$ cat config.mk
export PLATFORM = sky130hd
export DESIGN_NAME = va_pio_bank_flat
export DESIGN_NICKNAME = d
export VERILOG_FILES = /design/src/rtl/va_pio_pkg.sv /design/src/rtl/va_pio_bank_if.sv /design/src/rtl/va_pio_chan.sv /design/src/rtl/va_pio_bank.sv /design/src/flat_wrapper.sv
export SDC_FILE = /design/constraint.sdc
export NUM_CORES = 1
export LEC_CHECK = 0
export ABC_AREA = 1
export CORE_MARGIN = 8
export CORE_UTILIZATION = 30
export DETAILED_ROUTE_END_ITERATION = 8
export PLACE_DENSITY = 0.56
export SLEW_MARGIN = 20
export SYNTH_ARGS = -nofsm -noshare
export SYNTH_HDL_FRONTEND = slang
export SYNTH_HIERARCHICAL = 1
export SYNTH_SLANG_ARGS = --single-unit
$ cat constraint.sdc
create_clock -name clk_clk -period 1.8 [get_ports clk_clk]
set_clock_uncertainty 0.2 [all_clocks]
set_input_delay 0.45 -clock clk_clk [delete_from_list [all_inputs] [get_ports clk_clk]]
set_output_delay 0.45 -clock clk_clk [all_outputs]
set_load 0.05 [all_outputs]
$ cat src/rtl/va_pio_pkg.sv
`default_nettype none
// ============================================================================
// Module  : va_pio_pkg
// Purpose : Register map, edge-mode encoding and address split helpers for
//           the va_pio_bank Avalon-MM PIO bank.
// Rev     : 1.0  initial release
// ============================================================================
package va_pio_pkg;

    localparam logic [2:0] REG_DATA_IN   = 3'd0;
    localparam logic [2:0] REG_DATA_OUT  = 3'd1;
    localparam logic [2:0] REG_OUT_SET   = 3'd2;
    localparam logic [2:0] REG_OUT_CLR   = 3'd3;
    localparam logic [2:0] REG_IRQ_MASK  = 3'd4;
    localparam logic [2:0] REG_EDGE_CAP  = 3'd5;
    localparam logic [2:0] REG_EDGE_MODE = 3'd6;

    typedef enum logic [1:0] {
        EDGE_RISE = 2'd0,
        EDGE_FALL = 2'd1,
        EDGE_BOTH = 2'd2,
        EDGE_OFF  = 2'd3
    } edge_mode_t;

    // Word address is {channel, reg}; callers zero-extend to 32 bits first.
    function automatic logic [2:0] addr_reg(input logic [31:0] a);
        return 3'(a);
    endfunction

    function automatic logic [31:0] addr_chan(input logic [31:0] a);
        return a >> 3;
    endfunction

endpackage
`default_nettype wire

$ cat src/rtl/va_pio_bank_if.sv
`default_nettype none
// ============================================================================
// Module  : va_pio_bank_if
// Purpose : Avalon-MM slave bus bundle for va_pio_bank.
// Rev     : 1.0  initial release
// ============================================================================
interface va_pio_bank_if #(
    parameter int AW = 5
) ();
    logic [AW-1:0] avs_address;
    logic          avs_read;
    logic          avs_write;
    logic [31:0]   avs_writedata;
    logic [31:0]   avs_readdata;

    modport slave (
        input  avs_address,
        input  avs_read,
        input  avs_write,
        input  avs_writedata,
        output avs_readdata
    );

    modport master (
        output avs_address,
        output avs_read,
        output avs_write,
        output avs_writedata,
        input  avs_readdata
    );
endinterface
`default_nettype wire

$ cat src/rtl/va_pio_chan.sv
`default_nettype none
// ============================================================================
// Module  : va_pio_chan
// Purpose : One PIO channel: synchroniser, debounce, edge capture and the
//           DATA_OUT / IRQ_MASK / EDGE_CAP / EDGE_MODE registers.
// Rev     : 1.0  initial release
// ============================================================================
module va_pio_chan
    import va_pio_pkg::*;
#(
    parameter int           W         = 32,
    parameter int           DEBOUNCE  = 0,
    parameter logic [W-1:0] OUT_RESET = '0
) (
    input  logic         clk,
    input  logic         rst_n,
    input  logic [W-1:0] i_pin,
    input  logic         i_wr,
    input  logic [2:0]   i_reg,
    input  logic [31:0]  i_wdata,
    output logic [W-1:0] o_data_in,
    output logic [W-1:0] o_data_out,
    output logic [W-1:0] o_mask,
    output logic [W-1:0] o_cap,
    output edge_mode_t   o_mode,
    output logic         o_irq
);

    logic [W-1:0] r_sync1;
    logic [W-1:0] r_sync2;
    logic [W-1:0] r_filt;
    logic [W-1:0] r_filt_d;
    logic [W-1:0] r_out;
    logic [W-1:0] r_mask;
    logic [W-1:0] r_cap;
    edge_mode_t   r_mode;
    logic [W-1:0] w_wd;
    logic [W-1:0] w_set;
    logic [W-1:0] w_clr;

    assign w_wd = i_wdata[W-1:0];

    always_ff @(posedge clk or negedge rst_n) begin
        if (!rst_n) begin
            r_sync1 <= '0;
            r_sync2 <= '0;
        end else begin
            r_sync1 <= i_pin;
            r_sync2 <= r_sync1;
        end
    end

    generate
        if (DEBOUNCE == 0) begin : g_bypass
            always_ff @(posedge clk or negedge rst_n) begin
                if (!rst_n) r_filt <= '0;
                else        r_filt <= r_sync2;
            end
        end else begin : g_filter
            localparam int CW = $clog2(DEBOUNCE + 1);
            logic [CW-1:0] r_cnt;
            logic [W-1:0]  r_last;

            // r_last detects a synced-word change mid-count so the count restarts.
            always_ff @(posedge clk or negedge rst_n) begin
                if (!rst_n) begin
                    r_cnt  <= '0;
                    r_last <= '0;
                    r_filt <= '0;
                end else begin
                    r_last <= r_sync2;
                    if (r_sync2 == r_filt) begin
                        r_cnt <= '0;
                    end else if (r_sync2 != r_last) begin
                        r_cnt <= CW'(1);
                    end else if (r_cnt == CW'(DEBOUNCE)) begin
                        r_filt <= r_sync2;
                        r_cnt  <= '0;
                    end else begin
                        r_cnt <= r_cnt + CW'(1);
                    end
                end
            end
        end
    endgenerate

    always_comb begin
        w_set = '0;
        case (r_mode)
            EDGE_RISE: w_set = r_filt & ~r_filt_d;
            EDGE_FALL: w_set = ~r_filt & r_filt_d;
            EDGE_BOTH: w_set = r_filt ^ r_filt_d;
            default:   w_set = '0;
        endcase
    end

    assign w_clr = (i_wr && (i_reg == REG_EDGE_CAP)) ? w_wd : '0;

    always_ff @(posedge clk or negedge rst_n) begin
        if (!rst_n) begin
            r_filt_d <= '0;
            r_out    <= OUT_RESET;
            r_mask   <= '0;
            r_cap    <= '0;
            r_mode   <= EDGE_RISE;
        end else begin
            r_filt_d <= r_filt;
            // Applying the set after the clear lets a fresh edge beat a W1C.
            r_cap    <= (r_cap & ~w_clr) | w_set;
            if (i_wr) begin
                case (i_reg)
                    REG_DATA_OUT:  r_out  <= w_wd;
                    REG_OUT_SET:   r_out  <= r_out | w_wd;
                    REG_OUT_CLR:   r_out  <= r_out & ~w_wd;
                    REG_IRQ_MASK:  r_mask <= w_wd;
                    REG_EDGE_MODE: r_mode <= edge_mode_t'(i_wdata[1:0]);
                    default: ;
                endcase
            end
        end
    end

    assign o_data_in  = r_filt;
    assign o_data_out = r_out;
    assign o_mask     = r_mask;
    assign o_cap      = r_cap;
    assign o_mode     = r_mode;
    assign o_irq      = |(r_cap & r_mask);

endmodule
`default_nettype wire

$ cat src/rtl/va_pio_bank.sv
`default_nettype none
// ============================================================================
// Module  : va_pio_bank
// Purpose : CH-channel Avalon-MM PIO bank with debounced inputs, edge capture,
//           maskable level IRQ and atomic set/clear outputs.
// Rev     : 1.0  initial release
// ============================================================================
module va_pio_bank
    import va_pio_pkg::*;
#(
    parameter int           CH        = 4,
    parameter int           W         = 32,
    parameter int           DEBOUNCE  = 0,
    parameter logic [W-1:0] OUT_RESET = '0
) (
    input  logic            clk_clk,
    input  logic            reset_reset_n,
    va_pio_bank_if.slave    avs,
    output logic            irq,
    input  logic [CH*W-1:0] pio_in,
    output logic [CH*W-1:0] pio_out
);

    logic [31:0]  w_addr;
    logic [31:0]  w_chan;
    logic [2:0]   w_reg;
    logic [31:0]  w_rdata;
    logic [31:0]  r_rdata;
    logic         r_irq;
    logic [CH-1:0] w_irq;
    logic [W-1:0] w_din  [CH];
    logic [W-1:0] w_dout [CH];
    logic [W-1:0] w_mask [CH];
    logic [W-1:0] w_cap  [CH];
    edge_mode_t   w_mode [CH];

    assign w_addr = 32'(avs.avs_address);
    assign w_chan = addr_chan(w_addr);
    assign w_reg  = addr_reg(w_addr);

    generate
        for (genvar c = 0; c < CH; c++) begin : g_chan
            va_pio_chan #(
                .W         (W),
                .DEBOUNCE  (DEBOUNCE),
                .OUT_RESET (OUT_RESET)
            ) u_chan (
                .clk        (clk_clk),
                .rst_n      (reset_reset_n),
                .i_pin      (pio_in[c*W +: W]),
                .i_wr       (avs.avs_write && (w_chan == 32'(c))),
                .i_reg      (w_reg),
                .i_wdata    (avs.avs_writedata),
                .o_data_in  (w_din[c]),
                .o_data_out (w_dout[c]),
                .o_mask     (w_mask[c]),
                .o_cap      (w_cap[c]),
                .o_mode     (w_mode[c]),
                .o_irq      (w_irq[c])
            );
            assign pio_out[c*W +: W] = w_dout[c];
        end
    endgenerate

    // Out-of-range channels, write-only and reserved offsets all fall to 0.
    always_comb begin
        w_rdata = '0;
        for (int c = 0; c < CH; c++) begin
            if (w_chan == 32'(c)) begin
                case (w_reg)
                    REG_DATA_IN:   w_rdata = 32'(w_din[c]);
                    REG_DATA_OUT:  w_rdata = 32'(w_dout[c]);
                    REG_IRQ_MASK:  w_rdata = 32'(w_mask[c]);
                    REG_EDGE_CAP:  w_rdata = 32'(w_cap[c]);
                    REG_EDGE_MODE: w_rdata = 32'(w_mode[c]);
                    default:       w_rdata = '0;
                endcase
            end
        end
    end

    always_ff @(posedge clk_clk or negedge reset_reset_n) begin
        if (!reset_reset_n) begin
            r_rdata <= '0;
            r_irq   <= 1'b0;
        end else begin
            if (avs.avs_read) r_rdata <= w_rdata;
            r_irq <= |w_irq;
        end
    end

    assign avs.avs_readdata = r_rdata;
    assign irq              = r_irq;

endmodule
`default_nettype wire

$ cat src/flat_wrapper.sv
// flat-port wrapper written by rule: the top's interface ports become plain ports
module va_pio_bank_flat import va_pio_pkg::*;
#(
    parameter int           CH        = 4,
    parameter int           W         = 32,
    parameter int           DEBOUNCE  = 0,
    parameter logic [W-1:0] OUT_RESET = '0
)
  (clk_clk, reset_reset_n, irq, pio_in, pio_out, avs_avs_address, avs_avs_read, avs_avs_write, avs_avs_writedata, avs_avs_readdata);
  va_pio_bank_if #(.AW(($clog2(CH) + 3))) avs_i ();
  input  logic clk_clk;
  input  logic reset_reset_n;
  output logic irq;
  input  logic [CH*W-1:0] pio_in;
  output logic [CH*W-1:0] pio_out;
  input wire logic [$bits(avs_i.avs_address)-1:0] avs_avs_address;
  input wire logic [$bits(avs_i.avs_read)-1:0] avs_avs_read;
  input wire logic [$bits(avs_i.avs_write)-1:0] avs_avs_write;
  input wire logic [$bits(avs_i.avs_writedata)-1:0] avs_avs_writedata;
  output wire logic [$bits(avs_i.avs_readdata)-1:0] avs_avs_readdata;
  assign avs_i.avs_address = avs_avs_address;
  assign avs_i.avs_read = avs_avs_read;
  assign avs_i.avs_write = avs_avs_write;
  assign avs_i.avs_writedata = avs_avs_writedata;
  assign avs_avs_readdata = avs_i.avs_readdata;
  va_pio_bank #(.CH(CH), .W(W), .DEBOUNCE(DEBOUNCE), .OUT_RESET(OUT_RESET)) u_core (.clk_clk(clk_clk), .reset_reset_n(reset_reset_n), .avs(avs_i), .irq(irq), .pio_in(pio_in), .pio_out(pio_out));
endmodule
Yosys cells after proc, flatten, opt, wreduce, memory -nomap -nowiden
Cells that the tools add are included.
- memory bits (writable): 0
- output and inout port bits: 161
- word-level logic and storage cells: 144
- latch bits: 0
- bits of input ports: 169
- bits in read-only memories: 0
- register bits: 937
- memories kept: 0
- multiplexer cells: 20
- div/mod/pow operators: 0
- shifts and indexed selects: 0
- multiply operators: 0
- reductions and logical operators: 28
- add/sub/neg operators: 0
- order comparisons: 0
- bitwise operators: 45
- eq/ne operators: 17
- operators by type and width (kind ; number):
    $pmux W32 S3 ; 8
    $and A32 B32 Y32 ; 20
    $pmux W32 S5 ; 4
    $not A32 Y32 ; 13
    $mux W32 ; 8
    $or A32 B32 Y32 ; 8
    $reduce_or A128 Y1 ; 1
    $xor A32 B32 Y32 ; 4
    $logic_not A32 Y1 ; 1
    $reduce_and A2 Y1 ; 12
    $eq A2 B2 Y1 const B ; 6
    $eq A2 B1 Y1 const B ; 5
    $eq A3 B3 Y1 const B ; 3
    $logic_and A1 B1 Y1 ; 8
    $logic_not A2 Y1 ; 4
    $eq A3 B2 Y1 const B ; 2
    $eq A3 B1 Y1 const B ; 1
    $logic_not A3 Y1 ; 1
    $reduce_bool A3 Y1 ; 1

Longest topological paths before layout
- depth after elaboration: 7
- mapped depth: 13
- depth with buffers taken out: 11

By module
Netlist, hierarchy kept.
- modules (own cells, without submodules) (module ; sequential area each (um^2) ; instances ; area an instance (um^2) ; cells each):
    va_pio_chan ; 5655.4 ; 4 ; 8983.6 ; 886
    va_pio_bank ; 825.8 ; 1 ; 5731.7 ; 1215

Worst setup path after synthesis
OpenSTA, ideal clock, no wires.
- path type: in2reg
- start: input avs_avs_address[4]
- end: register u_core.g_chan[0].u_chan.r_out[1]
- path slack: -0.313 ns
- stages on the path: 9
- path buffers: 3
- arrival time: 1.794 ns
- data required time: 1.481 ns
- cells stage by stage: buf_2 -> buf_1 -> nor3_1 -> inv_2 -> nor3b_2 -> buf_2 -> o21ai_0 -> nand2_1 -> nand2_1
- word-level cells in the longest chain between the ends: 3
- ends and longest elaborated chain (what ; line ; RTL):
    start: declaration ; flat_wrapper.sv:16 ; input wire logic [$bits(avs_i.avs_address)-1:0] avs_avs_address;
    $logic_not A32 Y1 ; va_pio_bank.sv:51 ; .i_wr (avs.avs_write && (w_chan == 32'(c))),
    $logic_and A1 B1 Y1 ; va_pio_bank.sv:51 ;
    $reduce_and A2 Y1 (no line) ; - ;
    end signal: assignment ; va_pio_chan.sv:112 ; REG_DATA_OUT: r_out <= w_wd;
    end signal: assignment ; va_pio_chan.sv:113 ; REG_OUT_SET: r_out <= r_out | w_wd;
    end signal: assignment ; va_pio_chan.sv:114 ; REG_OUT_CLR: r_out <= r_out & ~w_wd;
    end: declaration ; va_pio_chan.sv:33 ; logic [W-1:0] r_out;
No other way between the ends.
A chain may end at the register's enable or synchronous reset.

Final worst setup path
- start: register u_core.r_rdata[9], in the netlist u_core/avs.avs_readdata[9]
- end: output avs_avs_readdata[9]
- RTL lines (what ; line ; RTL):
    start: declaration ; va_pio_bank.sv:28 ; logic [31:0] r_rdata;
    start signal: assignment ; va_pio_bank.sv:87 ; if (avs.avs_read) r_rdata <= w_rdata;
    end: declaration ; flat_wrapper.sv:20 ; output wire logic [$bits(avs_i.avs_readdata)-1:0] avs_avs_readdata;
No word-level cell between the ends.

==> impl_results.md <==
* Status: complete, but fails checks
* Failing checks: setup timing
* Most frequent cells in the layout: nand2_1 (1501), dfrtp_1 (805), buf_4 (702), inv_1 (562), nand3_1 (392)
* Post-route ant nets at 0
* Routed vias/inst at 4.793
* Clk_lat worst skew at 0.74 ns
* Wire length per cell at 22.20 um
* Layout cells sized above 1 at 24.10%
* Vias at 37760
* Root buffer cell: clkbuf_16
* Crit path cell chain: buf_12
* Reg-to-reg endpoint: u_core/irq$_DFF_PN0_
* Worst EP required at 1.15 ns
* Largest net degree at the start of global routing at 100
* Wire length on met1 at 75110 um
* Syn Area/Cell at 8.755 sq um
* Tightest Pin Transition at 0.5236 ns
* Post-detail-place hpwl at 125500 um
* Initial DRT Pass Iterations at 5
* Highest clock rate at 476.4 MHz
* Post-synth top flop: dfrtp_1
* Clock Path Buffers at 3
* Sequential share of power at 38.1%
* Number of global-route vias before repair at 37090
* Initial antenna violation count at 11
* Slew Limit Fails at 0
* CTS tree: done
* Reg2Reg Setup Slack at -0.14 ns
* Hold Path Class: in2reg
* Syn-to-layout area delta at 48.57%
* Boundary Pins at 330
* Clock transition at path regs at 0.06 ns
* Die Area at 151100 sq um
* Netlist cell types at 26
* WL final at 174900 um
* Startpoint types: flop
* Global-route wire length before repair at 253100 um
* Setup crit end kind: output pin
* CTS Buf Count at 107
* Final std cells w/o fill at 7878
* Total Power at 66.80 mW
* Switching power at 21.37 mW
* Switch share at 31.99%
* H-tree Lvls at 3
* Crit path depth at 1
* Worst Setup Slack post-DPL at -1.361 ns
* Layout Nets at 6415
* Commonest non-fill, non-tap cell in the layout: nand2_1
* Std-Cell Rows at 136
* CTS sink cnt at 937
* Seq/Total Area, Yosys at 56.27%
* Syn_nets at 5184
* Reg2reg start: u_core/g_chan[0].u_chan/o_mask[31]$_DFFE_PN0P_
* Initial Util at 30.27%
* Die extent in y at 388.7 um
* Final Cycle Share at 116.6%
* Met2 WL at 74160 um
* # port buffers at 329
* Endpoints failing setup at 165
* Cell count after synthesis at 4759
* RSZ-0062 raised after global routing: yes
* Fin. Hold Viols at 0
* Core ar. at 137700 sq um
* Critical path class: reg2out
* Delay-heaviest family, CP: flip-flops
* Setup crit end: avs_avs_readdata[9]
* DRT iter0 DRCs at 3864
* Yosys reg bits at 937
* Post-layout min period at 2.099 ns
* Internal cell power at 45.43 mW
* Mapped Area at 41670 sq um
* Max Cap Viol at 0
* R2R cell count at 7
* PD cells at 1079 nW/um^2
* Met3 routed WL at 16370 um
* Critical path origin: u_core/avs.avs_readdata[9]$_DFFE_PN0P_
* Relative slew slack at 64.98%
* Top Metal Used: met5
* Worst path arrival time at 1.45 ns
* Fill cell count at 12990
* Peak VDD IR at 675.9 uV
* Die width at 388.7 um
* Final Worst Setup Slack at -0.2992 ns
* LEAKAGE at 29.92 nW
* CP bufs+invs at 1
* Routability Congestion at 0.9585
* Final Core Density at 44.97%
* Comb power frac at 26.5%
* Aggregate global-route resource usage at 22.44%
* Crit path largest cell delay at 0.51 ns
* Clock network power share at 35.4%
* # DRC at 0
* CP Max Fanout at 2
* Slowest-stage cell, CP: dfrtp_2
* EDFF count, synth at 0
* Share of flip-flops with an asynchronous set or reset at 100.0%
* Placed insts at 7388
* Grt ovf at 0
* Yosys warning total at 6
[area by class of cell]
cell class / count / area [sq um] / share of cell area (%)
flip-flops and latches: 937 / 23610 / 38.15
inverters: 579 / 2191 / 3.539
clock buffers: 137 / 3022 / 4.881
multi-input cells: 3047 / 15530 / 25.09
repair buffers: 1318 / 14460 / 23.36
well taps: 1794 / 2245 / 3.626
clock inverters: 62 / 829.5 / 1.340
diodes: 4 / 10.01 / 0.01617
[through the flow]
step | TNS [ns] | hold WS, ns | instance area, sq um
after floorplan | -5.285 | -0.04559 | 41830
after global placement | -348.79 | 0.1047 | 54710
after detailed placement | -343.37 | 0.1082 | 54710
after CTS | -42.85 | 0.09689 | 61390
after global routing | -41.50 | 0.1049 | 61890
final | -34.01 | 0.1124 | 61900
[how the worst min path moves through the flow]
stage / to / slack (ns) / cells after the start / start
2_1_floorplan: u_core/avs.avs_readdata[0]$_DFFE_PN0P_ / -0.05 / 0 / reset_reset_n
3_3_place_gp: u_core/g_chan[0].u_chan/o_data_in[5]$_DFF_PN0_ / 0.10 / 1 / reset_reset_n
3_5_place_dp: u_core/g_chan[0].u_chan/o_data_in[5]$_DFF_PN0_ / 0.11 / 1 / reset_reset_n
4_1_cts: u_core/g_chan[0].u_chan/o_mask[24]$_DFFE_PN0P_ / 0.1 / 3 / reset_reset_n
5_1_grt: u_core/avs.avs_readdata[7]$_DFFE_PN0P_ / 0.10 / 6 / avs_avs_address[3]
6_report: u_core/avs.avs_readdata[7]$_DFFE_PN0P_ / 0.11 / 6 / avs_avs_address[3]
[per-layer routing]
layer  global-route usage (%)  vias up
met2                    33.37     1686
met5                        0        -
li1                         -    17430
met4                    10.02        6
met1                    31.10    18300
met3                    5.168      335
[cell families (layout without fill, tap and decap cells)]
logic type / after synthesis / count (layout) / share of synthesized area [%]
simple gates: 2210 / 2210 / 21.57
flops: 937 / 937 / 56.27
buf+inv: 775 / 2096 / 7.483
compound gates: 581 / 581 / 6.985
fa+ha+maj: 256 / 256 / 7.687
other cells: 0 / 4 / 0
[power groups by stage]
stage	logic [mW]	clock network (mW)	registers [mW]
6_report	17.7	23.7	25.5
5_1_grt	18.8	25.0	25.6
4_1_cts	17.5	24.2	25.4
3_5_place_dp	15.8	0	25.8
3_3_place_gp	15.7	0	25.8
2_1_floorplan	3.92	0	27.3
[sequential cells by signal, indices dropped and copies added (netlist names)]
| signal | cells |
|---|---|
| u_core/g_chan.u_chan/o_data_out | 128 |
| u_core/irq | 1 |
| u_core/avs.avs_readdata | 32 |
| u_core/g_chan.u_chan/r_sync2 | 128 |
| u_core/g_chan.u_chan/o_cap | 128 |
| u_core/g_chan.u_chan/r_sync1 | 128 |
| u_core/g_chan.u_chan/o_mask | 128 |
| u_core/g_chan.u_chan/o_mode | 8 |
| u_core/g_chan.u_chan/o_data_in | 128 |
| u_core/g_chan.u_chan/r_filt_d | 128 |
[synthesized netlist by cell type, types with 5 or more instances]
library cell / number / area (sq um)
nand4_1: 33 / 206.5
o21ai_1: 166 / 830.8
inv_2: 13 / 48.80
nor2_1: 233 / 874.6
buf_1: 5 / 18.77
buf_4: 11 / 82.58
ha_1: 256 / 3203
a21oi_1: 44 / 220.2
nand3_1: 397 / 1987
nand2_1: 1520 / 5705
inv_1: 565 / 2121
o21ai_0: 370 / 1852
clkbuf_1: 46 / 172.7
buf_2: 134 / 670.6
nor3_1: 5 / 25.02
dfrtp_1: 937 / 23450
[what timing repair did]
action | in CTS | in global routing
cloned | 5 | 6
hold buffers | 130 | 0
resized for setup | 228 | 59
pin swaps | 17 | 19
endpoints found under the setup margin | 396 | 301
buffers inserted | 134 | 30
endpoints found under the hold margin | 1065 | 0
Power figures use the tool's default switching activity.
